<file path="src/rtl/lsu_mem_master_if.sv">
// lsu_mem_master_if -- bundle of the CPU request/response handshake and the
// word-addressed data memory port served by lsu_mem_master.
//
// Signals:
//   req_valid/req_ready        request handshake (accept when both high)
//   req_write, req_size,       store/load, 0=byte 1=half 2=word 3=illegal,
//   req_unsigned               zero- (1) or sign- (0) extension for loads
//   req_addr, req_wdata        byte address, right-aligned store data
//   resp_valid/rdata/err       one-cycle completion pulse with load data/error
//   mem_write_en/addr/         memory write strobe, word index, full write word
//   mem_write_data
//   mem_read_data              combinational read of mem[mem_addr]
//
// Modports:
//   master -- the load/store unit (drives responses and the memory port)
//   slave  -- its environment (CPU pipeline issuing requests + data memory)
interface lsu_mem_master_if;
  logic        req_valid;
  logic        req_ready;
  logic        req_write;
  logic [1:0]  req_size;
  logic        req_unsigned;
  logic [31:0] req_addr;
  logic [31:0] req_wdata;
  logic        resp_valid;
  logic [31:0] resp_rdata;
  logic        resp_err;
  logic        mem_write_en;
  logic [31:0] mem_addr;
  logic [31:0] mem_write_data;
  logic [31:0] mem_read_data;

  modport master (
    input  req_valid, req_write, req_size, req_unsigned, req_addr, req_wdata,
    input  mem_read_data,
    output req_ready, resp_valid, resp_rdata, resp_err,
    output mem_write_en, mem_addr, mem_write_data
  );

  modport slave (
    output req_valid, req_write, req_size, req_unsigned, req_addr, req_wdata,
    output mem_read_data,
    input  req_ready, resp_valid, resp_rdata, resp_err,
    input  mem_write_en, mem_addr, mem_write_data
  );
endinterface

</file>
<file path="src/rtl/lsu_mem_master.sv">
// lsu_mem_master -- load/store initiator for the word-addressed data memory.
//
// Accepts one byte/halfword/word request at a time, converts the byte address
// to a word index, performs sub-word stores as read-modify-write and returns
// loads sign- or zero-extended. One request in flight; responses cannot be
// back-pressured.
//
// Ports:
//   clk    single clock, all state on the rising edge
//   rst_n  asynchronous active-low reset
//   bus    lsu_mem_master_if.master (request/response + memory port)
//
// Parameter:
//   MEM_WORDS  number of 32-bit words in the data memory (default `DATA_MEM_SIZE)
//
// Optional feature:
//   LSU_ADDR_CHECK_EN  when defined, a word index >= MEM_WORDS is reported
//                      through resp_err and never reaches the memory.
//
// Latency from the accepting edge T to the resp_valid cycle:
//   error T+1, load T+2, word store T+2, sub-word store T+3.
`ifndef DATA_MEM_SIZE
`define DATA_MEM_SIZE 1024
`endif

module lsu_mem_master #(
  parameter int MEM_WORDS = `DATA_MEM_SIZE
) (
  input logic              clk,
  input logic              rst_n,
  lsu_mem_master_if.master bus
);

  if (MEM_WORDS < 1) begin : g_bad_cfg
    $error("lsu_mem_master: MEM_WORDS must be at least 1");
  end

  typedef enum logic [2:0] {
    S_IDLE,
    S_LOAD,
    S_RMW_RD,
    S_WR,
    S_RESP
  } state_e;

  localparam logic [1:0] SZ_BYTE = 2'd0;
  localparam logic [1:0] SZ_HALF = 2'd1;
  localparam logic [1:0] SZ_WORD = 2'd2;

  state_e      state_q, state_d;
  logic [1:0]  size_q, size_d;
  logic        unsigned_q, unsigned_d;
  logic [1:0]  lane_q, lane_d;
  logic [31:0] wdata_q, wdata_d;
  logic        err_q, err_d;
  logic [31:0] rdata_q, rdata_d;
  logic [31:0] addr_q, addr_d;
  logic [31:0] wr_data_q, wr_data_d;

  // Request decode, valid only while idle.
  logic [31:0] req_idx;
  logic        align_err;
  logic        range_err;
  logic        req_err;

  always_comb begin
    req_idx = {2'b00, bus.req_addr[31:2]};
    unique case (bus.req_size)
      SZ_BYTE: align_err = 1'b0;
      SZ_HALF: align_err = bus.req_addr[0];
      SZ_WORD: align_err = (bus.req_addr[1:0] != 2'b00);
      default: align_err = 1'b1;
    endcase
  end

`ifdef LSU_ADDR_CHECK_EN
  localparam logic [31:0] MEM_WORDS_W = 32'(MEM_WORDS);
  assign range_err = (req_idx >= MEM_WORDS_W);
`else
  // No range check: the index goes to the memory unmodified.
  assign range_err = 1'b0;
`endif

  assign req_err = align_err | range_err;

  // Lane alignment for the captured request: load extraction and store merge.
  logic [4:0]  lane_shift;
  logic [31:0] rd_shifted;
  logic [31:0] load_ext;
  logic [31:0] lane_mask;
  logic [31:0] merged;

  always_comb begin
    lane_shift = {lane_q, 3'b000};
    rd_shifted = bus.mem_read_data >> lane_shift;
    unique case (size_q)
      SZ_BYTE: load_ext = unsigned_q ? {24'h0, rd_shifted[7:0]}
                                     : {{24{rd_shifted[7]}}, rd_shifted[7:0]};
      SZ_HALF: load_ext = unsigned_q ? {16'h0, rd_shifted[15:0]}
                                     : {{16{rd_shifted[15]}}, rd_shifted[15:0]};
      default: load_ext = bus.mem_read_data;
    endcase
    lane_mask = (size_q == SZ_BYTE) ? (32'h0000_00FF << lane_shift)
                                    : (32'h0000_FFFF << lane_shift);
    // Only the addressed lane(s) take store data; the rest keep memory contents.
    merged = (bus.mem_read_data & ~lane_mask) | ((wdata_q << lane_shift) & lane_mask);
  end

  // Next-state and datapath updates.
  always_comb begin
    // NOTE: every signal assigned here gets a default first so no path can
    // leave it unassigned, which would infer a latch.
    state_d    = state_q;
    size_d     = size_q;
    unsigned_d = unsigned_q;
    lane_d     = lane_q;
    wdata_d    = wdata_q;
    err_d      = err_q;
    rdata_d    = rdata_q;
    addr_d     = addr_q;
    wr_data_d  = wr_data_q;

    unique case (state_q)
      S_IDLE: begin
        if (bus.req_valid) begin
          size_d     = bus.req_size;
          unsigned_d = bus.req_unsigned;
          lane_d     = bus.req_addr[1:0];
          wdata_d    = bus.req_wdata;
          err_d      = req_err;
          rdata_d    = 32'h0;
          if (req_err) begin
            // mem_addr keeps its previous value: an erroring request never
            // touches the memory.
            state_d = S_RESP;
          end else begin
            addr_d = req_idx;
            if (!bus.req_write) begin
              state_d = S_LOAD;
            end else if (bus.req_size == SZ_WORD) begin
              wr_data_d = bus.req_wdata;
              state_d   = S_WR;
            end else begin
              state_d = S_RMW_RD;
            end
          end
        end
      end
      S_LOAD: begin
        rdata_d = load_ext;
        state_d = S_RESP;
      end
      S_RMW_RD: begin
        wr_data_d = merged;
        state_d   = S_WR;
      end
      S_WR:    state_d = S_RESP;
      S_RESP:  state_d = S_IDLE;
      default: state_d = S_IDLE;
    endcase
  end

  // NOTE: state registers use non-blocking assignments so every flop samples
  // the pre-edge values regardless of statement order.
  always_ff @(posedge clk or negedge rst_n) begin
    if (!rst_n) begin
      state_q    <= S_IDLE;
      size_q     <= SZ_BYTE;
      unsigned_q <= 1'b0;
      lane_q     <= 2'b00;
      wdata_q    <= 32'h0;
      err_q      <= 1'b0;
      rdata_q    <= 32'h0;
      addr_q     <= 32'h0;
      wr_data_q  <= 32'h0;
    end else begin
      state_q    <= state_d;
      size_q     <= size_d;
      unsigned_q <= unsigned_d;
      lane_q     <= lane_d;
      wdata_q    <= wdata_d;
      err_q      <= err_d;
      rdata_q    <= rdata_d;
      addr_q     <= addr_d;
      wr_data_q  <= wr_data_d;
    end
  end

  // Outputs decode straight from registered state, so reset drops the write
  // strobe immediately.
  assign bus.req_ready      = (state_q == S_IDLE);
  assign bus.resp_valid     = (state_q == S_RESP);
  assign bus.resp_rdata     = rdata_q;
  assign bus.resp_err       = err_q;
  assign bus.mem_write_en   = (state_q == S_WR);
  assign bus.mem_addr       = addr_q;
  assign bus.mem_write_data = wr_data_q;

endmodule

</file>
<file path="src/flat_wrapper.sv">
// flat-port wrapper written by rule: the top's interface ports become plain ports
module lsu_mem_master_flat 
#(
  parameter int MEM_WORDS = `DATA_MEM_SIZE
)
  (clk, rst_n, bus_req_valid, bus_req_write, bus_req_size, bus_req_unsigned, bus_req_addr, bus_req_wdata, bus_mem_read_data, bus_req_ready, bus_resp_valid, bus_resp_rdata, bus_resp_err, bus_mem_write_en, bus_mem_addr, bus_mem_write_data);
  lsu_mem_master_if bus_i ();
  input logic clk;
  input logic rst_n;
  input wire logic [$bits(bus_i.req_valid)-1:0] bus_req_valid;
  input wire logic [$bits(bus_i.req_write)-1:0] bus_req_write;
  input wire logic [$bits(bus_i.req_size)-1:0] bus_req_size;
  input wire logic [$bits(bus_i.req_unsigned)-1:0] bus_req_unsigned;
  input wire logic [$bits(bus_i.req_addr)-1:0] bus_req_addr;
  input wire logic [$bits(bus_i.req_wdata)-1:0] bus_req_wdata;
  input wire logic [$bits(bus_i.mem_read_data)-1:0] bus_mem_read_data;
  output wire logic [$bits(bus_i.req_ready)-1:0] bus_req_ready;
  output wire logic [$bits(bus_i.resp_valid)-1:0] bus_resp_valid;
  output wire logic [$bits(bus_i.resp_rdata)-1:0] bus_resp_rdata;
  output wire logic [$bits(bus_i.resp_err)-1:0] bus_resp_err;
  output wire logic [$bits(bus_i.mem_write_en)-1:0] bus_mem_write_en;
  output wire logic [$bits(bus_i.mem_addr)-1:0] bus_mem_addr;
  output wire logic [$bits(bus_i.mem_write_data)-1:0] bus_mem_write_data;
  assign bus_i.req_valid = bus_req_valid;
  assign bus_i.req_write = bus_req_write;
  assign bus_i.req_size = bus_req_size;
  assign bus_i.req_unsigned = bus_req_unsigned;
  assign bus_i.req_addr = bus_req_addr;
  assign bus_i.req_wdata = bus_req_wdata;
  assign bus_i.mem_read_data = bus_mem_read_data;
  assign bus_req_ready = bus_i.req_ready;
  assign bus_resp_valid = bus_i.resp_valid;
  assign bus_resp_rdata = bus_i.resp_rdata;
  assign bus_resp_err = bus_i.resp_err;
  assign bus_mem_write_en = bus_i.mem_write_en;
  assign bus_mem_addr = bus_i.mem_addr;
  assign bus_mem_write_data = bus_i.mem_write_data;
  lsu_mem_master #(.MEM_WORDS(MEM_WORDS)) u_core (.clk(clk), .rst_n(rst_n), .bus(bus_i));
endmodule
</file>
<file path="config.mk">
export PLATFORM = sky130hd
export DESIGN_NAME = lsu_mem_master_flat
export DESIGN_NICKNAME = d
export VERILOG_FILES = /design/src/rtl/lsu_mem_master_if.sv /design/src/rtl/lsu_mem_master.sv /design/src/flat_wrapper.sv
export SDC_FILE = /design/constraint.sdc
export NUM_CORES = 1
export LEC_CHECK = 0
export CORE_MARGIN = 3
export CORE_UTILIZATION = 32
export CTS_BUF_LIST = sky130_fd_sc_hd__clkbuf_4 sky130_fd_sc_hd__clkbuf_8
export DETAILED_ROUTE_END_ITERATION = 6
export GPL_ROUTABILITY_DRIVEN = 0
export PLACE_DENSITY_LB_ADDON = 0.1
export SYNTH_ARGS = -nofsm -noshare
export SYNTH_HDL_FRONTEND = slang
export SYNTH_SLANG_ARGS = --single-unit
</file>
<file path="constraint.sdc">
create_clock -name clk -period 2 [get_ports clk]
set_input_delay 0.4 -clock clk [delete_from_list [all_inputs] [get_ports clk]]
set_output_delay 0.4 -clock clk [all_outputs]
set_load 0.01 [all_outputs]
</file>
* Yosys cells after proc, flatten, opt, wreduce, memory -nomap -nowiden
Cells that the tools add are included.
** Word-level totals
- Register bits after elaboration :: 135
- Input port bits :: 103
- Output and inout port bits :: 100
- Logic and storage cells :: 57
** Operators by class
- Equal/unequal tests :: 11
- Shifts and indexed selects :: 4
- Muxes and demuxes :: 17
- Bitwise logic cells :: 5
- Reduce and logical (&&, ||, !) cells :: 11
** Operators by type and width (count)
- 32-bit two-way mux :: 8
- 32-bit one-hot mux with 2 select lines :: 3
- 32-bit bitwise AND :: 2
- 32-bit inverter :: 1
- 32-bit bitwise OR :: 1
- 16-bit by 5-bit left shift with 32-bit output, first input constant :: 1
- 32-bit by 5-bit left shift with 32-bit output :: 1
- 8-bit by 5-bit left shift with 32-bit output, first input constant :: 1
- 32-bit by 5-bit >> shifter with 16-bit output :: 1
- 3-bit two-way mux :: 3
- 3-bit one-hot mux with 3 select lines :: 1
- 3-bit by 2-bit equality test with 1-bit output, second input constant :: 2
- 2-bit inequality test, second input constant :: 3
- 2-bit nonzero test :: 3
- 5-bit AND reduction :: 1
- 2-bit by 1-bit equality test with 1-bit output, second input constant :: 2
- 2-bit zero test :: 2
- 2-bit AND reduction :: 2
- 3-bit by 1-bit equality test with 1-bit output, second input constant :: 1
- 3-bit equality test, second input constant :: 1
- 3-bit zero test :: 1
- 1-bit one-hot mux with 3 select lines :: 1
- 3-bit AND reduction :: 1
- 2-bit equality test, second input constant :: 1
- other kinds (4) :: 4

* Longest topological paths before layout
- Depth in word-level cells :: 6
- Depth in mapped cells :: 7
- Mapped depth without buffers :: 4

* Least setup slack after synthesis
OpenSTA, ideal clock, no wires.
- Path type :: input to register
- Start point :: input bus_req_addr[1]
- End point :: register u_core.wr_data_q[10] (netlist: u_core.bus.mem_write_data[10])
- Setup time :: 0.125 ns
- Data arrival time :: 1.762 ns
- Data required time :: 1.875 ns
- Path slack :: 0.113 ns
- Stages on the path :: 5
- Buffers on the path :: 1
- Cells stage by stage :: o21a_1 -> or3b_2 -> a21oi_2 -> buf_4 -> mux2_2
** Between the ends
- Cells in the longest elaborated chain, start to end :: 4
** Ends and longest elaborated chain
- start: declaration :: line flat_wrapper.sv:14 : input wire logic [$bits(bus_i.req_addr)-1:0] bus_req_addr;
- 2-bit nonzero test :: line lsu_mem_master.sv:71 : SZ_WORD: align_err = (bus.req_addr[1:0] != 2'b00);
- 1-bit one-hot mux with 3 select lines :: line lsu_mem_master.sv:68 : unique case (bus.req_size)
- 2-bit inequality test (no line)
- 5-bit AND reduction (no line)
- end signal: assignment :: line lsu_mem_master.sv:185 : wr_data_q <= wr_data_d;
- end: declaration :: line lsu_mem_master.sv:58 : logic [31:0] wr_data_q, wr_data_d;
No other way between the ends.
A chain may end at the register's enable or synchronous reset.

* Worst setup path in the final report
- Start point :: input bus_req_addr[1]
- End point :: register u_core.wr_data_q[21] (netlist: u_core.bus.mem_write_data[21])
The elaborated chain is that of the path after synthesis.

==> reports/results.tsv <==
metric	value	unit
grt_max_degree	60	
io_pins	203	
final-hold-violation-count	0	
path_delay_family	buffers and inverters	
viasPerCell	5.25	
avgSynthCellArea	10.6	sq um
regToRegSetupSlack	0.11	ns
fp-row-count	49	
antenna_cells	0	
synth_cells	573	
grt_pass1_vias	5706	
seq_area_frac_synth	48.9	%
die_w	144	microns
layout_min_cycle_time	1.95	ns
synth_area	6090	sq um
fmax	512	MHz
clock_skew	0.0116	ns
chipHeight	144	microns
power-per-cell-area	1570	nW/um^2
ys_seq_elements	119	
synth.distinct_cells	48	
ys_warn_count	0	
dpl_worst_slack	-0.487	ns
reg2reg_depth	5	
met2_usage	31.4	%
dieArea	20700	sq um
r2r_start	u_core.state_q[1]$_DFFE_PN0P_	
cts_root_buffer	clkbuf_8	
top_usage_layer	met2	
ys.flop_type	dfrtp_1	
clk_latency	0.45	ns
clockBufferDepth	2	
grt_use_met3	7.74	%
crit_buf_inv	2	
layout_common_cells	clkdlybuf4s50_1, dfrtp_1, nand2_1, mux2_2	
start_util	33.2	%
cts_sinks	119	
hold_path.class	input port to asynchronous set/reset pin	
fin_nets	894	
grt_usage	20.4	%
peakVddDrop	0.794	mV
reg2reg_to	u_core.bus.mem_write_data[16]$_DFFE_PN0P_	
cts_tree	done	
overflow	0	
drt-initial-drc-count	341	
syn_to_final_growth	48.8	%
cts.clk_slew.worst_paths	0.07	ns
cp_slowest_cell	clkdlybuf4s50_1	
grt_pass1_wl	32000	microns
start_kind	input port	
synthArstFlopShare	100	%
p_leak	3.87	nW
grt_setup_unrepaired	no	
wl_per_cell	20.4	microns
coreArea	18300	sq um
worstPathArrival	2.28	ns
cp-end-kind	flip-flop	
worstPathMaxFanout	16	
slowest_delay	0.42	ns
layout_setup_ws	0.0481	ns
post_cts_buffers	0	
drc	0	
final_common_cell	clkdlybuf4s50_1	
worst_slew_pin_slew	0.600	ns
first_pass_iters	5	
ant_nets	0	
final_layout_size_suffix_gt1_share	21.5	%
io_buffers	200	
p_total	14.2	mW
relSlewSlack	59.9	%
path_class	input port to flip-flop	
slew_violations	0	
antenna_found_initial	0	
vias	5415	
setup-violations-final	0	
cp.required	2.33	ns
drv_cap	0	
h-tree-depth	4	
cp_cell_sequence	clkdlybuf4s50_1 > o21a_1 > or3b_4 > a21oi_4 > buf_12 > mux2_2	
synth_edf_count	0	
status	finished clean	
wl	21100	microns
met1_usage	26.6	%
cts_inserted_buffers	17	
finalCritPeriodShare	97.6	%
dp_hpwl	15400	microns
logic make-up (layout without fill, tap and decap cells):
kind of cell           Yosys count  after routing  synth area share (%)
muxes                          106            106                  19.3
DFF                            119            119                  48.9
and+or+nand+nor                145            145                  10.7
other                            1              2                0.0615
AOI/OAI and AO/OA              141            141                  16.3
buffers and inverters           61            290                  4.74
layer usage:
layer  part of all wire [%]  up-vias
met5                      0        -
met4                    2.0        0
met3                    9.8       31
met2                     45      254
met1                     43     2612
li1                       -     2518
flip-flops by register name, indices dropped and copies added, names as in the netlist:
signal                     count
u_core.bus.resp_rdata         32
u_core.wdata_q                16
u_core.bus.resp_err            1
u_core.unsigned_q              1
u_core.bus.mem_write_data     32
u_core.lane_q                  2
u_core.state_q                 3
u_core.size_q                  2
u_core.bus.mem_addr           30
what timing repair did:
action                                 CTS  global route
setup endpoints to repair                5             5
cloned                                   1             0
endpoints found under the hold margin    7             0
hold buffers                             1             0
gates resized for setup                 11             3
per-stage QoR:
step	hold slack, ns	cells	TNS [ns]	utilization [%]	instance area, sq um
2_1_floorplan	0.104	574	0	-	6100
3_3_place_gp	0.246	999	-24.37	46.8	8580
3_5_place_dp	0.248	999	-26.03	46.8	8580
4_1_cts	0.306	1032	0	49.4	9060
5_1_grt	0.310	1032	0	49.5	9070
6_report	0.322	1032	0	49.5	9070
worst register-to-register path, stage by stage (launching register included):
cell,delay [ns]
dfrtp_2,0.49
nor3_4,0.24
a21boi_0,0.37
a21oi_4,0.17
buf_16,0.20
mux2_1,0.32
power by group:
part,internal [mW],switching [mW]
logic,3.96,3.59
clock network,1.38,0.989
registers,3.49,0.804
total,8.83,5.39
cell usage after synthesis (2+ instances only):
master	number	share of area, %
mux2_2	68	13
mux4_2	2	0.74
a211oi_1	2	0.25
o2bb2ai_1	9	1.3
clkbuf_1	25	1.5
nor2_1	13	0.80
inv_1	11	0.68
a221o_1	6	0.99
a2bb2oi_1	7	1.0
buf_4	6	0.74
nor3_2	2	0.33
buf_1	3	0.18
o21ai_0	38	3.1
o32ai_1	2	0.29
nand3_1	8	0.66
nor2b_1	2	0.21
a32oi_1	6	0.86
or3_1	2	0.21
o31ai_1	10	1.2
nand2b_1	3	0.31
nor3_1	11	0.90
o211ai_1	6	0.74
a21oi_1	17	1.4
nor3b_1	3	0.37
mux2i_1	34	5.6
a221o_2	10	1.8
mux2_1	2	0.37
dfrtp_1	119	49
a31oi_1	8	0.82
buf_6	3	0.55
o221ai_1	7	1.0
or3b_2	3	0.43
nand2_1	93	5.7
buf_2	11	0.90
o22ai_1	8	0.82
layout make-up:
class,instances,area [sq um]
clock buffer,23,304
clock inverter,8,120
fill,1666,9260
inverter,12,45.0
multi-input combinational,394,2860
sequential,119,2980
tap,229,287
timing repair buffer,247,2470
worst max-delay path by stage:
stage                                        startpoint                                         to  slack, ns  depth (start not counted)
after detailed placement                bus_req_addr[1]  u_core.bus.mem_write_data[21]$_DFFE_PN0P_      -0.49                          6
after global placement                  bus_req_addr[1]  u_core.bus.mem_write_data[29]$_DFFE_PN0P_      -0.47                          6
after global routing      u_core.state_q[1]$_DFFE_PN0P_  u_core.bus.mem_write_data[16]$_DFFE_PN0P_      0.009                          5
after CTS                 u_core.state_q[0]$_DFFE_PN0P_                           bus_mem_write_en       0.02                          3
final                                   bus_req_addr[1]  u_core.bus.mem_write_data[21]$_DFFE_PN0P_       0.05                          6
after floorplan                         bus_req_addr[1]  u_core.bus.mem_write_data[10]$_DFFE_PN0P_       0.11                          5
Note: power is estimated with default switching activity, not from simulation.
==> patch 1, RTL diff (config.mk and constraints unchanged) <==
The option `LSU_ADDR_CHECK_EN` is turned on by a define.
--- a/src/rtl/lsu_mem_master.sv
+++ b/src/rtl/lsu_mem_master.sv
@@ -19,6 +19,8 @@
 //
 // Latency from the accepting edge T to the resp_valid cycle:
 //   error T+1, load T+2, word store T+2, sub-word store T+3.
+`define LSU_ADDR_CHECK_EN
+
 `ifndef DATA_MEM_SIZE
 `define DATA_MEM_SIZE 1024
 `endif
Function: changed (a bounded check fails within 4 cycles, from zero or initial values and one cycle with rst_n low).
==> patch 1 against the original RTL <==
Sequential cell count unchanged. Synthesized area down 4.0%. Sequential power down 21%. Setup slack better by 0.054 ns. Sequential share of layout area up 1.3 points. Total power down 33%. Highest routed layer unchanged. Largest power group unchanged. Critical endpoint is now bus_mem_write_en. Via count down 5.8%. Final area down 3.8%. Die area down 3.8%. Routed wire length down 9.4%.
==> patch 1: results (changes against the original RTL) <==
Global route
  – First-pass GRT wire length: 29300 µm (-8.6%)
  – Grt total ovfl: 0 (unchanged)
  – Initial antenna violation count: 0 (unchanged)
  – Met1 track demand over resource: 26.8% (+0.25 points)
  – Routing usage on met2: 29.1% (-2.3 points)
  – GR Layer Usage met3: 4.07% (-3.7 points)
  – Pin count of the biggest net entering global routing: 120 (+100%)
  – GRT Util Overall: 19.1% (-1.4 points)

Power and ir drop
  – Leakage: 3.82 nW (-1.5%)
  – VDD IR-drop max: 0.557 mV (-30%)

Worst setup path
  – Origin of the worst setup path: u_core.state_q[2]$_DFFE_PN0P_
  – Crit-path max cell delay: slightly above 0.4 ns
  – Arrival @ worst endpoint: 1.50 ns (-0.78 ns)
  – Reg2reg start: u_core.lane_q[1]$_DFFE_PN0P_
  – Slowest cell on crit path: dfrtp_1
  – Crit Reg-Reg Endpoint: u_core.bus.mem_write_data[4]$_DFFE_PN0P_
  – Worst setup path endpoint: bus_mem_write_en
  – Cell family with most CP delay: flip-flops
  – R2R Setup Slk: 0.11 ns (about the same)
  – Worst Reg2Reg Path Length in Cells: 6 (+1)
  – Max FO, Critical Path: 5 (-11)

Placement
  – Area after DPL: 8260 µm² (-3.7%)
  – IO Port Bufs: 200 (unchanged)
  – Dpl hpwl: 14200 µm (-7.9%)

Clock tree
  – Post-CTS Setup Inserts: 2 (+2)
  – H-tree Lvls: 4 (unchanged)
  – Worst-Skew Late Latency: roughly 0.44 ns
  – Post-CTS sizing: 9 (-2)
  – Bufs on Longest Clock Path: 2 (unchanged)
  – Clock-pin slew on the worst setup and hold paths: 0.07 ns (about the same)
  – Num CTS Buffers: 17 (unchanged)

Final layout
  – Final nets: 860 (-3.8%)
  – Layout cells sized above 1: 19.4% (-2.1 points)
  – FILL cells: 1604 (-3.7%)

Logic synthesis
  – Top cells by count, synth: dfrtp_1, nand2_1, mux2_2
  – Compound-Gate Fraction of Synth Area: 16.0% (-0.31 points)
  – Synth warn: 0 (unchanged)
  – Mux cell area share after synthesis: 17.8% (-1.5 points)
  – Async set-reset flop share out of synthesis: 100% (unchanged)
  – Post-synth cell types: 41 (-15%)
  – Post-synthesis adder-cell area fraction: 0% (unchanged)
  – Top cells by area, synth: dfrtp_1, mux2_2, mux2i_1, nand2_1, o21ai_0
  – Sequential-to-total area share from yosys stat: 50.9% (+2.0 points)

Routing
  – Met3 routed WL: 1150 µm (-44%)
  – Met2 Wirelength: 8940 µm (-5.3%)
  – Routed WL: 19100 µm (-9.4%)
  – Via count: 5102 (-5.8%)
  – Highest metal used: met4
  – DRT iter0 DRCs: 441 (+29%)
  – Wl on met1: 8650 µm (-5.3%)
  – DRT Pass-1 Iters: 5 (unchanged)

Worst hold path
  – Worst hold path type: in2async

Timing
  – Rel. slew slack: 52.5% (-7.4 points)
  – Period utilization: 94.9% (-2.7 points)
  – Final Skew: 0.00803 ns (-0.00359 ns)

Outcome
  – Status: complete, no violations
patch 1: cell count changes after synthesis, sizes merged, moves of 10 or more:
| cell | change |
|---|---|
| nor2 | +13 |
| o21ai | +15 |
| nor2b | +20 |
| a22oi | +23 |
| clkbuf | -14 |
| nand2 | -25 |
| o31ai | -10 |
patch 1: final cells by class:
cell class | count | share of cell area (%)
Clock buffer | 22 | 3.33
Clock inverter | 8 | 1.41
Inverter | 3 | 0.129
Multi-Input combinational cell | 376 | 30.5
Sequential cell | 119 | 34.2
Tap cell | 225 | 3.23
Timing Repair Buffer | 240 | 27.2
patch 1: per-stage QoR:
step,setup slack [ns],cells,utilization [%],hold WS [ns]
after detailed placement,-0.613,960,46.9,0.485
final,0.102,993,49.5,0.0556
after global placement,-0.524,960,46.9,0.480
after floorplan,0.102,539,-,0.104
after CTS,0.0311,992,49.4,0.0723
after global routing,0.0118,993,49.5,0.0796
patch 1: where the power goes:
group / switching, mW / internal [mW]
clock network: 0.953 / 1.34
logic: 1.82 / 1.97
registers: 0.456 / 2.93
==> patch 2, RTL diff (same settings) <==
Made on the original files. Make the reset (`rst_n`) synchronous in one clocked block. Comments in the files are not updated.
--- a/src/rtl/lsu_mem_master.sv
+++ b/src/rtl/lsu_mem_master.sv
@@ -162,7 +162,7 @@
 
   // NOTE: state registers use non-blocking assignments so every flop samples
   // the pre-edge values regardless of statement order.
-  always_ff @(posedge clk or negedge rst_n) begin
+  always_ff @(posedge clk) begin
     if (!rst_n) begin
       state_q    <= S_IDLE;
       size_q     <= SZ_BYTE;
Behaviour: differs if rst_n is asserted again (counterexample within 4 cycles, from zero or initial values and one cycle with rst_n low); with rst_n held inactive, the same outputs for 4 cycles.
==> patch 2 against the original RTL <==
Register-to-register slack improved by 0.05 ns. Maximum frequency rose by 3.6%. Sequential cell count did not move. Setup slack improved by 0.068 ns. Routed wire length fell by 4.3%. Synthesized area fell by 8.3%. Via count rose by 6.0%. Final area fell by 7.4%. Critical path type is now reg2out.
Power is not compared: it rests on default switching activity, and its combinational part moved more than twofold at a synthesized area within 25%.
==> patch 2: results (changes against the original RTL) <==
Final layout
  – Ant. Diodes: 0 (unchanged)
  – FILL cells: 1614 (-3.1%)
  – Layout cells sized above 1: 11.0% (-10 points)
  – Final nets: 950 (+6.3%)

Worst setup path
  – Crit-path max cell delay: 0.45 ns (+0.03 ns)
  – Cell family with most CP delay: flip-flops
  – Arrival @ worst endpoint: 1.48 ns (-0.80 ns)
  – Slowest cell on crit path: dfxtp_2
  – Max FO, Critical Path: 10 (-6)

Clock tree
  – Bufs on Longest Clock Path: 2 (unchanged)
  – Post-CTS Setup Inserts: 0 (unchanged)
  – H-tree Lvls: 4 (unchanged)
  – Num CTS Buffers: 17 (unchanged)
  – Worst-Skew Late Latency: 0.45 ns (about the same)
  – Clock root buffer: clkbuf_8
  – Clock-pin slew on the worst setup and hold paths: 0.08 ns

Routing
  – Routed len/inst: 18.7 µm (-8.6%)
  – DRT Pass-1 Iters: 5 (unchanged)
  – DRT iter0 DRCs: 437 (+28%)
  – Vias/cell: 5.32 (+1.3%)

Global route
  – First-pass GRT wire length: 32000 µm (about the same)
  – Pin count of the biggest net entering global routing: 54 (-10%)
  – GRT Util Overall: 20.8% (+0.38 points)
  – Initial antenna violation count: 0 (unchanged)
  – Number of global-route vias before repair: 5772 (+1.2%)

Logic synthesis
  – Synth warn: 0 (unchanged)
  – Top_reg_cell synth: dfxtp_1
  – Async set-reset flop share out of synthesis: 0% (-100 points)
  – Post-synth cell types: 49 (+2.1%)
  – Sequential-to-total area share from yosys stat: 42.6% (-6.2 points)
  – Top cells by count, synth: nand2_1, dfxtp_1, a21oi_1
  – Top cells by area, synth: dfxtp_1, mux2i_1, nand2_1, a21oi_1, o21ai_0

Outcome
  – Status: complete, no violations

Worst hold path
  – Worst hold path type: reg2reg

Timing
  – Final Skew: 0.00848 ns (-0.00314 ns)
  – Final Setup Violations: 0 (unchanged)
  – Rel. slew slack: 59.9% (about the same)

Power and ir drop
  – VDD IR-drop max: ~0.4 mV
  – Leakage: 3.13 nW
  – Psw: between 1.5 and 2 mW

Placement
  – IO Port Bufs: 200 (unchanged)
  – Setup WS pre-CTS: -0.244 ns (+0.243 ns)
  – Dpl hpwl: 15200 µm (-1.7%)
==> patch 2: cell types whose count changed after synthesis, sizes merged, moves of 14 or more <==
cell	change
a22oi	+16
o21bai	+16
mux2i	+16
mux2	-63
a211oi	+14
a21oi	+53
dfrtp	-119
nand2	+29
dfxtp	+119
==> patch 2: cell families (layout without fill, tap and decap cells) <==
kind of cell / count (synthesis) / count (layout) / synth area share, %
flops: 119 / 119 / 42.6
simple gates: 182 / 182 / 14.6
buf+inv: 68 / 275 / 5.33
other cells: 1 / 2 / 0.0671
mux: 58 / 58 / 10.8
compound gates: 224 / 224 / 26.5
==> patch 2: final cells by class <==
| type | instances | area share (%) |
|---|---|---|
| Clock inverter | 14 | 2.09 |
| Clock buffer | 18 | 2.95 |
| Multi-Input combinational cell | 466 | 34.8 |
| Sequential cell | 119 | 28.4 |
| Inverter | 6 | 0.268 |
| Tap cell | 220 | 3.28 |
| Timing Repair Buffer | 237 | 28.2 |
==> patch 2: worst paths after layout <==
kind,cells after the start,to,start,slack [ns]
setup reg to reg,5,u_core.bus.mem_write_data[8]$_SDFFE_PN0P_,u_core.lane_q[0]$_SDFFE_PN0P_,0.16
setup / recovery,2,bus_mem_write_en,u_core.state_q[0]$_SDFFE_PN0P_,0.12
hold reg to reg,2,u_core.bus.mem_addr[26]$_SDFFE_PN0P_,u_core.bus.mem_addr[26]$_SDFFE_PN0P_,0.45
hold / removal,2,u_core.bus.mem_addr[26]$_SDFFE_PN0P_,u_core.bus.mem_addr[26]$_SDFFE_PN0P_,0.45
==> patch 2: per-layer routing <==
metal  part of all wire [%]  global-route usage (%)  up-vias
met5                      0                       0        -
met4                    1.9                    6.66        0
met3                    6.9                    5.80       28
met2                     46                    32.3      234
met1                     45                    28.1     2733
li1                       -                       -     2746
==> patch 2: worst register-to-register path: stages (launching register included) <==
cell and delay (ns):
dfxtp_2 0.43, buf_12 0.25, nor3_2 0.15, or2_2 0.40
a211oi_1 0.38, a211oi_1 0.10
==> patch 2: power by group through the flow <==
stage	registers (mW)	clock network (mW)	logic, mW
final	2.61	2.34	1.23
after global routing	2.63	2.51	1.33
after CTS	2.61	2.39	1.23
after detailed placement	2.66	0	1.23
after global placement	2.66	0	1.21
after floorplan	2.66	0	0.542
==> patch 2: repair_timing <==
| item | CTS | global route |
|---|---|---|
| setup endpoints to repair | 3 | 9 |
| hold endpoints to repair | 0 | 0 |
| gates resized for setup | 4 | 2 |
==> patch 2: metrics by stage <==
step	power (mW)	area, µm²	util, %	hold slack, ns	cells
after floorplan	3.21	5590	-	0.449	653
after global placement	3.86	7970	47.4	0.442	1048
after detailed placement	3.89	7970	47.4	0.446	1048
after CTS	6.23	8390	49.9	0.457	1080
after global routing	6.47	8390	49.9	0.472	1080
final	6.18	8390	49.9	0.455	1080
